[config.mk]
export PLATFORM = sky130hd
export DESIGN_NAME = seq_gen
export DESIGN_NICKNAME = d
export VERILOG_FILES = /design/src/rtl/seq_gen.sv
export SDC_FILE = /design/constraint.sdc
export NUM_CORES = 1
export LEC_CHECK = 0
export CORE_MARGIN = 2
export CORE_UTILIZATION = 54
export CTS_BUF_LIST = sky130_fd_sc_hd__clkbuf_4 sky130_fd_sc_hd__clkbuf_8 sky130_fd_sc_hd__clkbuf_16
export CTS_CLUSTER_SIZE = 8
export DETAILED_ROUTE_END_ITERATION = 10
export PLACE_DENSITY = 0.88
export SLEW_MARGIN = 15
export SYNTH_ARGS = -nofsm -noshare
export SYNTH_HDL_FRONTEND = slang
export SYNTH_SLANG_ARGS = --single-unit
[constraint.sdc]
create_clock -name clk -period 2.4 [get_ports clk]
set_input_delay 0.6 -clock clk [delete_from_list [all_inputs] [get_ports clk]]
set_output_delay 0.6 -clock clk [all_outputs]
set_load 0.05 [all_outputs]
[src/rtl/seq_gen.sv]
// seq_gen: serial pattern generator.
// Sends a PAT_W-bit pattern MSB-first on seq, repeated rep+1 times with an
// optional idle gap of `gap` cycles between repetitions. All outputs are
// registered. Reset is asynchronous and active-high.
// Optional feature, enabled by defining SEQ_GEN_LOOP_EN: adds the input
// `loop`. When loop=1 at start, the burst repeats until abort or reset and
// never pulses done.
module seq_gen #(
    parameter int               PAT_W   = 4,
    parameter logic [PAT_W-1:0] PAT_DEF = 4'b1001,
    parameter int               CNT_W   = 4,
    parameter int               GAP_W   = 3
) (
    input  logic             clk,
    input  logic             rst,
    input  logic             start,
    input  logic             use_def,
    input  logic [PAT_W-1:0] pattern,
    input  logic [CNT_W-1:0] rep,
    input  logic [GAP_W-1:0] gap,
    input  logic             abort,
`ifdef SEQ_GEN_LOOP_EN
    input  logic             loop,
`endif
    output logic             seq,
    output logic             seq_vld,
    output logic             busy,
    output logic             done
);

    localparam int               BIT_W    = $clog2(PAT_W);
    localparam logic [BIT_W-1:0] LAST_BIT = BIT_W'(PAT_W - 1);

    typedef enum logic [1:0] {IDLE, SHIFT, GAP} state_t;

    state_t             state_q, state_d;
    logic [PAT_W-1:0]   shreg_q, shreg_d;      // MSB is the bit currently on seq
    logic [PAT_W-1:0]   pat_q, pat_d;          // latched pattern for reloads
    logic [CNT_W-1:0]   rep_q, rep_d;          // repetitions still to send
    logic [GAP_W-1:0]   gap_q, gap_d;          // latched gap length
    logic [GAP_W-1:0]   gap_cnt_q, gap_cnt_d;  // gap cycles shown so far
    logic [BIT_W-1:0]   bit_q, bit_d;          // index of the bit on seq
    logic               seq_d, seq_vld_d, busy_d, done_d;
    logic [PAT_W-1:0]   pat_sel;
    logic               reload;

`ifdef SEQ_GEN_LOOP_EN
    logic loop_q, loop_d;
`else
    logic loop_q;
    assign loop_q = 1'b0;
`endif

    // Next-state and next-output logic.
    always_comb begin
        // NOTE: every signal written here gets a default first so no latch is inferred.
        state_d   = state_q;
        shreg_d   = shreg_q;
        pat_d     = pat_q;
        rep_d     = rep_q;
        gap_d     = gap_q;
        gap_cnt_d = gap_cnt_q;
        bit_d     = bit_q;
        seq_d     = 1'b0;
        seq_vld_d = 1'b0;
        busy_d    = 1'b0;
        done_d    = 1'b0;
        pat_sel   = use_def ? PAT_DEF : pattern;
        reload    = 1'b0;
`ifdef SEQ_GEN_LOOP_EN
        loop_d    = loop_q;
`endif

        case (state_q)
            IDLE: begin
                // abort beats start in the same cycle
                if (start && !abort) begin
                    state_d   = SHIFT;
                    pat_d     = pat_sel;
                    shreg_d   = pat_sel;
                    rep_d     = rep;
                    gap_d     = gap;
                    gap_cnt_d = '0;
                    bit_d     = '0;
                    seq_d     = pat_sel[PAT_W-1];
                    seq_vld_d = 1'b1;
                    busy_d    = 1'b1;
`ifdef SEQ_GEN_LOOP_EN
                    loop_d    = loop;
`endif
                end
            end

            SHIFT: begin
                if (abort) begin
                    state_d = IDLE;
                end else if (bit_q != LAST_BIT) begin
                    shreg_d   = shreg_q << 1;
                    bit_d     = bit_q + BIT_W'(1);
                    seq_d     = shreg_q[PAT_W-2];
                    seq_vld_d = 1'b1;
                    busy_d    = 1'b1;
                end else if (rep_q != '0 || loop_q) begin
                    if (gap_q != '0) begin
                        state_d   = GAP;
                        gap_cnt_d = GAP_W'(1);
                        busy_d    = 1'b1;
                    end else begin
                        reload = 1'b1;
                    end
                end else begin
                    state_d = IDLE;
                    done_d  = 1'b1;
                end
            end

            GAP: begin
                if (abort) begin
                    state_d = IDLE;
                end else if (gap_cnt_q == gap_q) begin
                    reload = 1'b1;
                end else begin
                    gap_cnt_d = gap_cnt_q + GAP_W'(1);
                    busy_d    = 1'b1;
                end
            end

            default: state_d = IDLE;
        endcase

        // Start the next repetition from the latched pattern.
        if (reload) begin
            state_d   = SHIFT;
            shreg_d   = pat_q;
            bit_d     = '0;
            gap_cnt_d = '0;
            seq_d     = pat_q[PAT_W-1];
            seq_vld_d = 1'b1;
            busy_d    = 1'b1;
            if (!loop_q) rep_d = rep_q - CNT_W'(1);
        end
    end

    // State, datapath and output registers.
    always_ff @(posedge clk or posedge rst) begin
        if (rst) begin
            state_q   <= IDLE;
            shreg_q   <= '0;
            pat_q     <= '0;
            rep_q     <= '0;
            gap_q     <= '0;
            gap_cnt_q <= '0;
            bit_q     <= '0;
            seq       <= 1'b0;
            seq_vld   <= 1'b0;
            busy      <= 1'b0;
            done      <= 1'b0;
`ifdef SEQ_GEN_LOOP_EN
            loop_q    <= 1'b0;
`endif
        end else begin
            // NOTE: non-blocking assignments so every register updates from pre-edge values.
            state_q   <= state_d;
            shreg_q   <= shreg_d;
            pat_q     <= pat_d;
            rep_q     <= rep_d;
            gap_q     <= gap_d;
            gap_cnt_q <= gap_cnt_d;
            bit_q     <= bit_d;
            seq       <= seq_d;
            seq_vld   <= seq_vld_d;
            busy      <= busy_d;
            done      <= done_d;
`ifdef SEQ_GEN_LOOP_EN
            loop_q    <= loop_d;
`endif
        end
    end

endmodule

==> metrics <==
RD Place Congestion=0.870; type of origin of the critical path=flop; reported max-cap violation count=0; ys async rst share=100%; sequential area share after synthesis=roughly two fifths; H-Tree Depth=1; met3 WL post-DR=roughly 160 um; setup_tns=0 ns; Resized cells post-CTS=0; vias in the first global route=1327; Remaining Overflow, GRT=0; Max Slew Vio Count=0; Comb pwr share=a little over half; Via density=5.84; Worst Path Arrival=2.59 ns; clock tree buffer depth=2; Avg WL per Cell=15.0 um; DP HPWL=2.49 mm; PwrDens=~1100 mW/mm^2; library cells used by synthesis=42; DR top layer=met4; global-route wire length before repair=5.75 mm; total power=0.00195 W; Synth Area in Simple Gates=between 20% and 30%; Tot GR Track Use=22.5%; Pre-antenna DRT Iters=4; ys flop type=dfrtp_1; Die ar.=about 0.0032 mm^2; drt initial violations=35; # rows=19; WHS Path Cells=2; Hold WS=between 0.5 and 0.6 ns; WP data required=2.65 ns; clock latency on the worst-skew pair=0.33 ns; Mapped Area=0.00152 mm^2; most common cell after layout, fill and taps aside=dfrtp_1; DRC=0; Post-Synthesis Cells=156; postcts setup bufs=0; share of cells above drive strength 1=roughly 13%; area grow syn2layout=21.7%; Sw Pwr=0.000841 W; Final Hold Fails=0; Internal=0.00111 W; status=completed; peak supply drop=between 0.7 and 0.8 mV; Ys Warns=0; Syn Nets=181; reg-to-reg slack, setup=0.06 ns; # IOs=20; IO buf count=19; antenna violations before repair=0; clock power share=10.1%; Hold Startpoint=pat_q[0]; most frequent cells in the layout=dfrtp_1 (25), nand2_1 (20), clkdlybuf4s50_1 (19); Die X=about 57 um; NumNets Final=212; critical path fanouts, max=7; Sequential Power Share=a little over a third; routed via count=1267; post-synthesis mux area share=4.62%; Worst R2R End=gap_cnt_q[2]; Final Skew=between 0.0015 and 0.002 ns; #FFs+latches synth=25; Post-CTS Hold Fix Bufs=0; Num CTS Buffers=3; Final setup viols=0; largest family of logic cells by synthesized area=simple AND/OR/NAND/NOR gates; RR Startpoint=state_q[1]; CTS tree=done; CORE AREA=0.00271 mm^2; compound-cell area share of the yosys netlist=19.7%; CP max stage cell=dfrtp_1; Synth Area in XOR/XNOR=under 10%; Worst Hold Class=flop to flop; final worst-path cycle share=97.6%; RSZ-0062 raised after global routing=true; antenna cells=0; Initial Utilization=around 56%; minimum clock period=2.34 ns; Post-synth EDFFs=0; hold path endpoint=pat_q[0]; adder-cell share of the synthesized area=7.43%; switching part of the total=43.1%; clock root cell=clkbuf_4; Clock transition at path regs=0.14 ns; worst-margin pin slew=0.493 ns; chip height=57.0 um; WL final=3.26 mm; Crit. End Element=flop; metal2 WL=roughly 1.7 mm; leakage=slightly below 0.9 nW; critical path type=flop to flop; Reg2Reg Depth=8; CTS sink count=25; critical-path cell list=inv_1 > ha_1 > nand2b_4 > nor4_2 > buf_4 > o2111ai_1 > and2_4 > o32ai_2; largest net degree at the start of global routing=26; Peak Freq=427 MHz; syn_area_per_cell=9.71 um^2; Routed Antenna Nets=0; M1 WL=1.35 mm; CP peak stage delay=about 0.46 ns; Slew HR=67.1%
## kinds of logic after synthesis
| family | count (synthesis) |
|---|---|
| AND/OR/NAND/NOR | 58 |
| buffers and inverters | 15 |
| multiplexers | 7 |
| XOR/XNOR | 3 |
| flip-flops | 25 |
| adder cells (fa/ha/maj) | 9 |
| AO/OA/AOI/OAI | 39 |
## critical path: cells and delay by family, from the launching register on
kind,cells,cell delay (ns)
buffers and inverters,2,0.29
adders and majority gates,1,0.34
and+or+nand+nor,3,0.74
DFF,1,0.46
AOI/OAI and AO/OA,2,0.44
## sequential cells by signal, indices dropped and copies added (netlist names)
name / count
shreg_q: 3
gap_cnt_q: 3
bit_q: 2
busy: 1
done: 1
seq_vld: 1
seq: 1
gap_q: 3
pat_q: 4
rep_q: 4
state_q: 2
## stage by stage
step                instances  setup WS (ns)  utilization, %  cell area (um^2)
floorplan                 156          0.308               -              1520
global placement          213        -0.0270            66.8              1810
detailed placement        213         -0.112            66.8              1810
CTS                       217         0.0962            67.8              1840
global route              217        -0.0776            68.1              1840
finish                    217         0.0581            68.1              1840
## synthesized netlist by cell type (2+ instances only)
master	number	share of area, %
nor3b_1	3	1.5
nor2b_1	4	1.7
nor2_1	10	2.5
a211o_1	4	2.3
a21o_1	2	0.99
nand3_1	4	1.3
o21ai_0	9	3.0
buf_2	2	0.66
a221o_1	2	1.3
nand2_1	20	5.0
nor3_1	4	1.3
nand2b_1	2	0.83
o2bb2ai_1	4	2.3
a21oi_1	3	0.99
o21a_1	2	0.99
dfrtp_1	25	41
ha_1	9	7.4
clkbuf_1	3	0.74
o211ai_1	2	0.99
mux2i_1	7	4.6
or3_1	2	0.83
inv_1	9	2.2
and3_1	3	1.2
xor2_1	3	1.7
## final cells by class
cell class | count | area [um^2]
Clock inverter | 1 | 5.00
Multi-Input combinational cell | 116 | 831
Fill cell | 221 | 866
Clock buffer | 3 | 22.5
Timing Repair Buffer | 32 | 288
Inverter | 9 | 33.8
Tap cell | 31 | 38.8
Sequential cell | 25 | 626
## worst max-delay path by stage
stage	startpoint	end	slack, ns	depth (start not counted)
final	state_q[1]	gap_cnt_q[2]	0.06	8
after detailed placement	abort	gap_cnt_q[2]	-0.11	7
after global routing	state_q[1]	gap_cnt_q[2]	-0.08	8
after global placement	abort	shreg_q[0]	-0.03	7
after floorplan	state_q[0]	gap_cnt_q[2]	0.31	7
after CTS	state_q[1]	gap_cnt_q[2]	0.1	7
## power by group through the flow
| stage | Sequential [W] | Combinational (W) | Clock (W) |
|---|---|---|---|
| 2_1_floorplan | 0.000752 | 0.000677 | 0 |
| 3_3_place_gp | 0.000701 | 0.000979 | 0 |
| 3_5_place_dp | 0.000713 | 0.00103 | 0 |
| 4_1_cts | 0.000704 | 0.00103 | 0.000204 |
| 5_1_grt | 0.000732 | 0.00116 | 0.000209 |
| 6_report | 0.000706 | 0.00105 | 0.000196 |
## layer usage
layer,vias up,GRT usage [%]
met4,0,11.6
met3,11,3.63
met5,-,0
met1,603,26.6
met2,36,39.2
li1,617,-
No activity file was read; power rests on OpenSTA's default activity.
==> patch: new RTL, same flow settings <==
Register the input `rep` before use, with the module's reset. The logic sees it one clock later. The other inputs are not delayed to match.
--- a/src/rtl/seq_gen.sv
+++ b/src/rtl/seq_gen.sv
@@ -34,2 +34,12 @@
     typedef enum logic [1:0] {IDLE, SHIFT, GAP} state_t;
+
+    logic [CNT_W-1:0] rep_r;
+
+    always_ff @(posedge clk or posedge rst) begin
+        if (rst) begin
+            rep_r <= '0;
+        end else begin
+            rep_r <= rep;
+        end
+    end
 
@@ -80,3 +90,3 @@
                     shreg_d   = pat_sel;
-                    rep_d     = rep;
+                    rep_d     = rep_r;
                     gap_d     = gap;
Function: changed (a bounded check fails within 10 cycles, from zero or initial values and one cycle with rst high).
==> patch against the unedited design <==
Wire length is 8.9% higher. Core utilization is 0.61 points lower. Count of clock-buffer cells in the layout is 4 higher. Critical path depth stayed put. Worst setup slack better by 0.092 ns. Cell area is 8.9% higher. Power is 11% higher. Sequential cell count is 4 higher. Area after synthesis is 8.6% higher.
==> patch: results (changes against the unedited design) <==
| Metric | Value |
|---|---|
| Initial antenna violation count | 0 (unchanged) |
| Share of cells above drive strength 1 | 13.7% (was 12.9%) |
| Critical Path Sink Type | register (unchanged) |
| Vias in the first global route | 1482 (was 1327) |
| Clock buffer depth | 2 (unchanged) |
| Fin nets | 229 (was 212) |
| Critical Path AT | 2.47 ns (was 2.59 ns) |
| Reg clk slew, reported paths | 0.10 ns (was 0.14 ns) |
| Skew final | 0.0163 ns (was 0.00179 ns) |
| Outcome | finished, final reports clean (unchanged) |
| Detailed Routing Iterations Pass 1 | 4 (unchanged) |
| IO Port Bufs | 19 (unchanged) |
| Class of the worst hold path | register to register (unchanged) |
| Top post-synthesis cells by area | dfrtp_1 44%, ha_1 6.8%, nand2_1 5.7% (was dfrtp_1 41%, ha_1 7.4%, nand2_1 5.0%) |
| Placement Setup Slack | -0.00437 ns (was -0.112 ns) |
| Slew margin rel. | 67.3% (was 67.1%) |
| Num CTS Buffers | 5 (was 3) |
| Slowest cell on the critical path | dfrtp_1 (unchanged) |
| Postcts setup bufs | 0 (unchanged) |
| Flop-to-flop setup slack | 0.15 ns (was 0.06 ns) |
| Routed via count | 1404 (was 1267) |
| Most common cell in the netlist | dfrtp_1 (unchanged) |
| Worst skew pair latency | 0.34 ns |
| Fmax | 0.445 GHz (was 0.427 GHz) |
| WL met1 | 1500 microns (was 1350 microns) |
| CP max FO | 9 (was 7) |
| P_int | 1.26 mW (was 1.11 mW) |
| Metal3 WL | 162 microns (was 159 microns) |
| Total GRT Usage | 24.2% (was 22.5%) |
| Unique cell type count in the Yosys netlist | 48 (was 42) |
| Post-synth top cells | 29 x dfrtp_1, 25 x nand2_1, 13 x nand3_1 (was 25 x dfrtp_1, 20 x nand2_1, 10 x nor2_1) |
| Root buffer cell | clkbuf_4 (unchanged) |
| Post-Synth Adder-Cell Area | 6.84% (was 7.43%) |
| Routability cong. | 0.890 (was 0.870) |
| Max VDD drop | 0.000715 V (was 0.000790 V) |
| H-tree Lvls | 2 (was 1) |
| Mux cell area share after synthesis | 3.35% (was 4.62%) |
| Largest registers | pat_q (4), rep_q (4), rep_r (4) (was pat_q (4), rep_q (4)) |
| Post-synthesis compound-gate area fraction | 17.1% (was 19.7%) |
| Static Leak | 0.937 nW (was 0.895 nW) |
| Hpwl dp | 2670 microns (was 2490 microns) |
| Register area share after synthesis | 44.1% (was 41.3%) |
| Fraction of registers with async set/reset | 100% (unchanged) |
| Met2 WL | 1850 microns (was 1650 microns) |
| Synth Warn # | 0 (unchanged) |
| Largest net degree at the start of global routing | 30 (was 26) |
| Post-Synth XOR/XNOR Area | 1.60% (was 1.73%) |
| First-pass GRT wire length | 6420 microns (was 5750 microns) |
| Syn_nets | 197 (was 181) |
| Critical path's top delay family | simple AND/OR/NAND/NOR gates (unchanged) |
| DR iter-0 viols | 40 (was 35) |
| WL/cell | 15.0 microns (about the same) |
patch: cell types whose count changed in the layout (fill, tap and decap cells not counted), moves of 5 or more:
cell	unedited run	this run
nand3_1	4	13
nand2b_1	2	8
nand2_1	20	25
o21ai_1	0	5
patch: worst paths after layout:
| check | start | to | depth (start not counted) |
|---|---|---|---|
| worst max register to register | state_q[1] | gap_cnt_q[2] | 8 |
| worst min-delay path | pat_q[0] | pat_q[0] | 2 |
| max in group asynchronous | rst | rep_q[3] | 3 |
| worst max-delay path | state_q[1] | gap_cnt_q[2] | 8 |
| min in group asynchronous | rst | shreg_q[0] | 3 |
| worst min register to register | pat_q[0] | pat_q[0] | 2 |
patch: power groups by stage:
stage | sequential, mW | clock (mW) | combinational, mW
finish | 0.809 | 0.316 | 1.04
global placement | 0.803 | 0 | 0.976
CTS | 0.809 | 0.324 | 1.03
global route | 0.832 | 0.348 | 1.15
detailed placement | 0.817 | 0 | 1.02
floorplan | 0.858 | 0 | 0.651
patch: final cells by class:
cell class,instances,area [sq um]
fillers,224,970
multi-input cells,129,865
flip-flops and latches,29,726
repair buffers,33,295
clock buffers,7,58.8
well taps,33,41.3
inverters,6,22.5
patch: per-stage QoR:
stage / instance area, sq um / hold WS (ns) / std cells / util (%) / total power, mW
after floorplan: 1650 / 0.449 / 172 / - / 1.51
after global placement: 1950 / 0.460 / 230 / 65.5 / 1.78
after detailed placement: 1950 / 0.470 / 230 / 65.5 / 1.84
after CTS: 2010 / 0.489 / 237 / 67.4 / 2.16
after global routing: 2010 / 0.508 / 237 / 67.4 / 2.33
final: 2010 / 0.485 / 237 / 67.4 / 2.16
patch: layer usage:
layer	track usage, %	vias up
li1	-	675
met1	28.5	684
met2	41.6	39
met3	6.99	6
met4	9.09	0
met5	0	-
